File: src/rtl/serial_addsub_4_pkg.sv
// Shared constants and state encoding for the bit-serial adder/subtractor.
package serial_addsub_4_pkg;

  localparam int DEFAULT_WIDTH = 4;

  typedef enum logic [1:0] {
    IDLE   = 2'd0,
    RUN    = 2'd1,
    FINISH = 2'd2
  } state_t;

endpackage

File: src/rtl/serial_addsub_4_full_adder.sv
// One-bit full adder; the per-cycle bit cell of the serial datapath.
module full_adder_1bit (
  input  logic A,
  input  logic B,
  input  logic C_IN,
  output logic SUM,
  output logic C_OUT
);

  assign SUM   = A ^ B ^ C_IN;
  assign C_OUT = (A & B) | (C_IN & (A ^ B));

endmodule

File: src/rtl/serial_addsub_4.sv
// Bit-serial add/subtract, LSB first, one bit per cycle through a single full adder.
// Handshake: an operation is accepted on a rising edge where READY=1 and START=1;
// DONE pulses for one cycle when RESULT/C_OUT/OVF are valid, and they hold until the next accept.
module serial_addsub_4
  import serial_addsub_4_pkg::*;
#(
  parameter int WIDTH = DEFAULT_WIDTH
) (
  input  logic             CLK,
  input  logic             RST,
  input  logic             START,
  input  logic [WIDTH-1:0] A,
  input  logic [WIDTH-1:0] B,
  input  logic             SUB,
  output logic             READY,
  output logic             DONE,
  output logic [WIDTH-1:0] RESULT,
  output logic             C_OUT,
  output logic             OVF,
  output logic [1:0]       dbg_state
);

  localparam int CNT_W = $clog2(WIDTH) + 1;

  state_t             state_q, state_d;
  logic [WIDTH-1:0]   a_q, a_d;
  logic [WIDTH-1:0]   b_q, b_d;
  logic [WIDTH-1:0]   res_q, res_d;
  logic               sub_q, sub_d;
  logic               carry_q, carry_d;
  logic               ovf_q, ovf_d;
  logic [CNT_W-1:0]   cnt_q, cnt_d;
  logic               fa_sum, fa_cout;
  logic               last_bit;

  // Subtraction is A + ~B + 1: B is inverted here and the +1 comes from the carry preset.
  full_adder_1bit u_fa (
    .A    (a_q[0]),
    .B    (b_q[0] ^ sub_q),
    .C_IN (carry_q),
    .SUM  (fa_sum),
    .C_OUT(fa_cout)
  );

  assign last_bit = (cnt_q == CNT_W'(WIDTH - 1));

  always_comb begin
    state_d = state_q;
    a_d     = a_q;
    b_d     = b_q;
    res_d   = res_q;
    sub_d   = sub_q;
    carry_d = carry_q;
    ovf_d   = ovf_q;
    cnt_d   = cnt_q;
    case (state_q)
      IDLE: begin
        if (START) begin
          state_d = RUN;
          a_d     = A;
          b_d     = B;
          sub_d   = SUB;
          cnt_d   = '0;
          carry_d = SUB;
          ovf_d   = 1'b0;
        end
      end
      RUN: begin
        a_d     = a_q >> 1;
        b_d     = b_q >> 1;
        res_d   = {fa_sum, res_q[WIDTH-1:1]};
        carry_d = fa_cout;
        cnt_d   = cnt_q + CNT_W'(1);
        if (last_bit) begin
          state_d = FINISH;
          // Carry into the MSB is the current carry register; carry out is the adder's.
          ovf_d   = carry_q ^ fa_cout;
        end
      end
      FINISH: state_d = IDLE;
      default: state_d = IDLE;
    endcase
  end

  always_ff @(posedge CLK) begin
    if (RST) begin
      state_q <= IDLE;
      a_q     <= '0;
      b_q     <= '0;
      res_q   <= '0;
      sub_q   <= 1'b0;
      carry_q <= 1'b0;
      ovf_q   <= 1'b0;
      cnt_q   <= '0;
    end else begin
      state_q <= state_d;
      a_q     <= a_d;
      b_q     <= b_d;
      res_q   <= res_d;
      sub_q   <= sub_d;
      carry_q <= carry_d;
      ovf_q   <= ovf_d;
      cnt_q   <= cnt_d;
    end
  end

  assign READY     = (state_q == IDLE);
  assign DONE      = (state_q == FINISH);
  assign RESULT    = res_q;
  assign C_OUT     = carry_q;
  assign OVF       = ovf_q;
  assign dbg_state = state_q;

endmodule
File: config.mk
export PLATFORM = sky130hd
export DESIGN_NAME = serial_addsub_4
export DESIGN_NICKNAME = d
export VERILOG_FILES = /design/src/rtl/serial_addsub_4_pkg.sv /design/src/rtl/serial_addsub_4_full_adder.sv /design/src/rtl/serial_addsub_4.sv
export SDC_FILE = /design/constraint.sdc
export NUM_CORES = 1
export LEC_CHECK = 0
export CELL_PAD_IN_SITES_DETAIL_PLACEMENT = 1
export CELL_PAD_IN_SITES_GLOBAL_PLACEMENT = 2
export CORE_MARGIN = 1
export CORE_UTILIZATION = 27
export CTS_CLUSTER_DIAMETER = 200
export DETAILED_ROUTE_END_ITERATION = 10
export PLACE_DENSITY = 0.72
export SYNTH_ARGS = -nofsm -noshare
export SYNTH_HDL_FRONTEND = slang
export SYNTH_HIERARCHICAL = 1
export SYNTH_SLANG_ARGS = --single-unit
File: constraint.sdc
create_clock -name CLK -period 1.98 [get_ports CLK]
set_input_delay 0.396 -clock CLK [delete_from_list [all_inputs] [get_ports CLK]]
set_output_delay 0.396 -clock CLK [all_outputs]
set_load 0.05 [all_outputs]
==> results.txt <==
The data arrival time of the critical path came out at 1.48 ns. The startpoint of the lowest-slack register-to-register path is sub_q$_SDFFE_PP0P_. Setup repair after global routing left no endpoint under its margin. STA classifies the critical path startpoint as a flop. The count of placed standard cells including taps is roughly 160. The cell row count came out at 20. The sum of negative setup slack is 0 ns. In the final layout, the share of cells above drive strength 1 is 0.1230. Of the post-synthesis cell area, the dominant cell type holds 0.4539.

For this design, the slowest cell found on the critical path is sky130_fd_sc_hd__clkdlybuf4s50_1. For this design the static power due to leakage is ~0.45 nW. The TritonCTS sink count came out at 20. The worst stage delay on the critical path is 0.81 ns.

The pin count of the biggest net entering global routing came out at 21. The final routed wire length divided by cell count is between 10 and 15 um. The number of global-route vias before repair is 800.

Traced cell by cell, the critical path runs through clkdlybuf4s50_1. The die is 59.16 um wide. For this run, the detailed router's first-pass iteration total came to 4. The commonest cells after synthesis are sky130_fd_sc_hd__dfxtp_1 (20), sky130_fd_sc_hd__nand2_1 (15), sky130_fd_sc_hd__nor2_1 (14). Ranked by total cell area, the synthesized netlist is headed by sky130_fd_sc_hd__dfxtp_1 (45%), sky130_fd_sc_hd__nand2_1 (6.4%), sky130_fd_sc_hd__a21oi_1 (6.2%). The synthesis-to-finish area growth came out at 30.07%.

The fraction of registers with async set/reset is 0. The first global-routing pass estimated ~3600 um of wire. The hold path depth came out at 2.

The post-route non-filler standard cell count is 166. The later pin in the worst-skew pair is clocked with a latency of 0.30 ns. Across every metal layer, demand over resource in global routing totals 0.1404. The buffer and inverter count on the worst path is 1. The placer's final routability congestion estimate came out at 0.6972.

The data required time at the worst endpoint came out at 1.58 ns. The die outline height is between 50 and 60 um. The combinational power share came out at 0.210. The maximum level of the CTS H-tree came out at 1. The fmax came out at 0.5328 GHz. TritonCTS built the clock tree.

The total count of hold-check failures in the final report came out at 0. For this run, the number of Yosys warnings is 6. The die area is 0.003499 mm^2. For this run, the leading register cell type out of synthesis is sky130_fd_sc_hd__dfxtp_1. The first element of the critical path is RESULT[3]$_SDFFE_PP0N_. The worst path meets setup with 0.1033 ns of slack. The post-synthesis cell area came out at 882.1 um^2. The repair_antennas step left the layout with diodes totalling 0.

The power per cell area is around 700 mW/mm^2. The clock skew came out at 0.005337 ns. For this block, the initial DRC count from the detailed router was 15. The largest voltage drop on the vdd net came out at 0.3016 mV. Measured in cells, the most critical reg-to-reg path has a length of 5. The startpoint of the lowest-slack hold path is RESULT[0]$_SDFFE_PP0N_. The total routed wirelength is 2059 um. The reported net switching power came out at 233.9 uW. The tool flagged a number of max-cap violations equal to 0. In the final design database the tool counted 139 nets.

The share of power burned in the clock network is 0.236. The placed wire-length estimate is 1439 um. The slew at the pin with the worst max-slew slack is 0.4911 ns. Clock-pin slew was measured on the worst setup and hold paths at roughly 0.11 ns.

In the post-synthesis netlist, the cell with the most instances is sky130_fd_sc_hd__dfxtp_1. 22 I/O pins were placed. The number of buffers inserted during clock tree synthesis is 3. The synthesis-stage register bit count came out at 20. The post-synthesis net count came out at 116.

The final setup violation count is 0. Buffers inserted to repair hold after CTS numbered 0. The total grt overflow is 0. The post-place setup slack is 0.1824 ns. The total count of max-transition violations in the final report is 0. Dividing the synthesized area by the synthesized cell count gives 8.734 um^2. The area of the placeable core is 0.003078 mm^2. The number of synthesized flops with an enable pin came out at 0.

The maximum clock insertion buffer count came out at 2. In this run the post-CTS setup repair buffer count came out at 0. The critical path depth came out at 1.

After detailed routing, the number of remaining DRC violations is 0. The starting utilization of the core area came out at 0.2866. The final critical-path required period is 1.877 ns.

The path type of the worst min-delay path is reg2reg. The number of antenna violations at the first check in global routing is 0. The tree is rooted in a sky130_fd_sc_hd__clkbuf_4. The element type at the critical path end is an output pin. The flow ran to the end, and the final reports show no timing, DRC or antenna violations. On the critical path the largest part of the delay comes from buffers and inverters. The internal power came out at 573.0 uW. The share of the Yosys chip area taken by registers is 0.4539.

Dividing the final minimum period by the clock period gives 0.9478. The number of port buffers is 21. The proportion of total power due to net switching is 0.2899.

After clock tree synthesis, the repair step resized 0 gates. The count of nets left with antenna violations once routing finished came out at 0. The normalized max-slew margin came out at 0.6716. The total vias in the final route is 784. The setup path with the least slack is of type reg2out.

Of the total power, registers draw 0.554. Of all nets on the critical path, the largest fanout is 3. The count of cell types in the netlist came out at 29. The routed via count divided by cell count came out at about 4.7. The library cell occupying the most area in the post-synthesis netlist is sky130_fd_sc_hd__dfxtp_1. The synthesized instance count came out at ~100.
through the flow:
step           area [um^2]    util  hold WS, ns  power [mW]
3_5_place_dp          1125  0.3654       0.4558      0.6290
3_3_place_gp          1125  0.3654       0.4435      0.6263
2_1_floorplan        882.1       -       0.4435      0.5653
5_1_grt               1147  0.3728       0.4924      0.8520
4_1_cts               1147  0.3728       0.4713      0.8251
6_report              1147  0.3728       0.4657      0.8069
cells by family (layout without fill, tap and decap cells):
family	after synthesis	after routing	share of synthesized area
and+or+nand+nor	39	39	0.1986
AOI/OAI and AO/OA	25	25	0.1886
adders and majority gates	3	3	0.05106
muxes	3	3	0.03404
DFF	20	20	0.4539
buffers and inverters	9	30	0.05391
xor gates and xnor gates	2	2	0.01986
cells in the final DEF (no fill, tap or decap):
master	instances
sky130_fd_sc_hd__or4_1	1
sky130_fd_sc_hd__nor2b_1	1
sky130_fd_sc_hd__o21bai_2	1
sky130_fd_sc_hd__nand2_1	15
sky130_fd_sc_hd__a2bb2oi_1	1
sky130_fd_sc_hd__a211oi_1	6
sky130_fd_sc_hd__o21ba_2	1
sky130_fd_sc_hd__inv_1	2
sky130_fd_sc_hd__buf_4	9
sky130_fd_sc_hd__xor2_1	1
sky130_fd_sc_hd__a22oi_1	3
sky130_fd_sc_hd__nor3_1	3
sky130_fd_sc_hd__or3b_2	1
sky130_fd_sc_hd__clkbuf_4	3
sky130_fd_sc_hd__dfxtp_1	20
sky130_fd_sc_hd__o21ai_0	1
sky130_fd_sc_hd__a21oi_1	11
sky130_fd_sc_hd__mux2i_1	3
sky130_fd_sc_hd__fa_1	1
sky130_fd_sc_hd__and2b_1	1
sky130_fd_sc_hd__ha_1	2
sky130_fd_sc_hd__or2b_1	1
sky130_fd_sc_hd__nor2_1	14
sky130_fd_sc_hd__nand2b_1	1
sky130_fd_sc_hd__xnor2_1	1
sky130_fd_sc_hd__nor3b_1	1
sky130_fd_sc_hd__a311oi_1	1
sky130_fd_sc_hd__clkdlybuf4s50_1	16
power by group through the flow:
stage	clock network, mW	logic [mW]	registers (mW)
after global placement	0	0.171	0.455
after floorplan	0	0.0900	0.475
after global routing	0.212	0.189	0.451
final	0.190	0.170	0.447
after CTS	0.205	0.173	0.447
after detailed placement	0	0.172	0.457
state kept, by name, indices dropped and copies added, names as in the netlist:
| name | cells |
|---|---|
| cnt_q | 3 |
| OVF | 1 |
| C_OUT | 1 |
| b_q | 4 |
| RESULT | 4 |
| dbg_state | 2 |
| sub_q | 1 |
| a_q | 4 |
per-layer routing:
| metal | vias to the layer above | track usage | routed length (um) |
|---|---|---|---|
| met2 | 13 | 0.2370 | 962 |
| met5 | - | 0 | 0 |
| li1 | 393 | - | - |
| met1 | 374 | 0.1633 | 980 |
| met4 | 0 | 0.06122 | 23 |
| met3 | 4 | 0.04367 | 92 |
area by class of cell:
| class | count | area [um^2] |
|---|---|---|
| sequential | 20 | 400.4 |
| multi-input combinational | 72 | 434.2 |
| tap | 44 | 55.05 |
| timing repair buffer | 25 | 227.7 |
| fill | 388 | 1931 |
| inverter | 2 | 7.507 |
| clock buffer | 3 | 22.52 |
worst paths after layout:
kind,slack (ns),to
worst max-delay path,0.10,RESULT[3]
worst min-delay path,0.47,RESULT[0]$_SDFFE_PP0N_
worst max register to register,0.30,OVF$_SDFFE_PP0P_
worst min register to register,0.47,RESULT[0]$_SDFFE_PP0N_
tightest hold or removal path: stages, from the launching register on:
cell                      delay (ns)
sky130_fd_sc_hd__dfxtp_1        0.33
sky130_fd_sc_hd__nand2_1        0.05
sky130_fd_sc_hd__a21oi_1        0.05
Note: power is estimated with default switching activity, not from simulation.
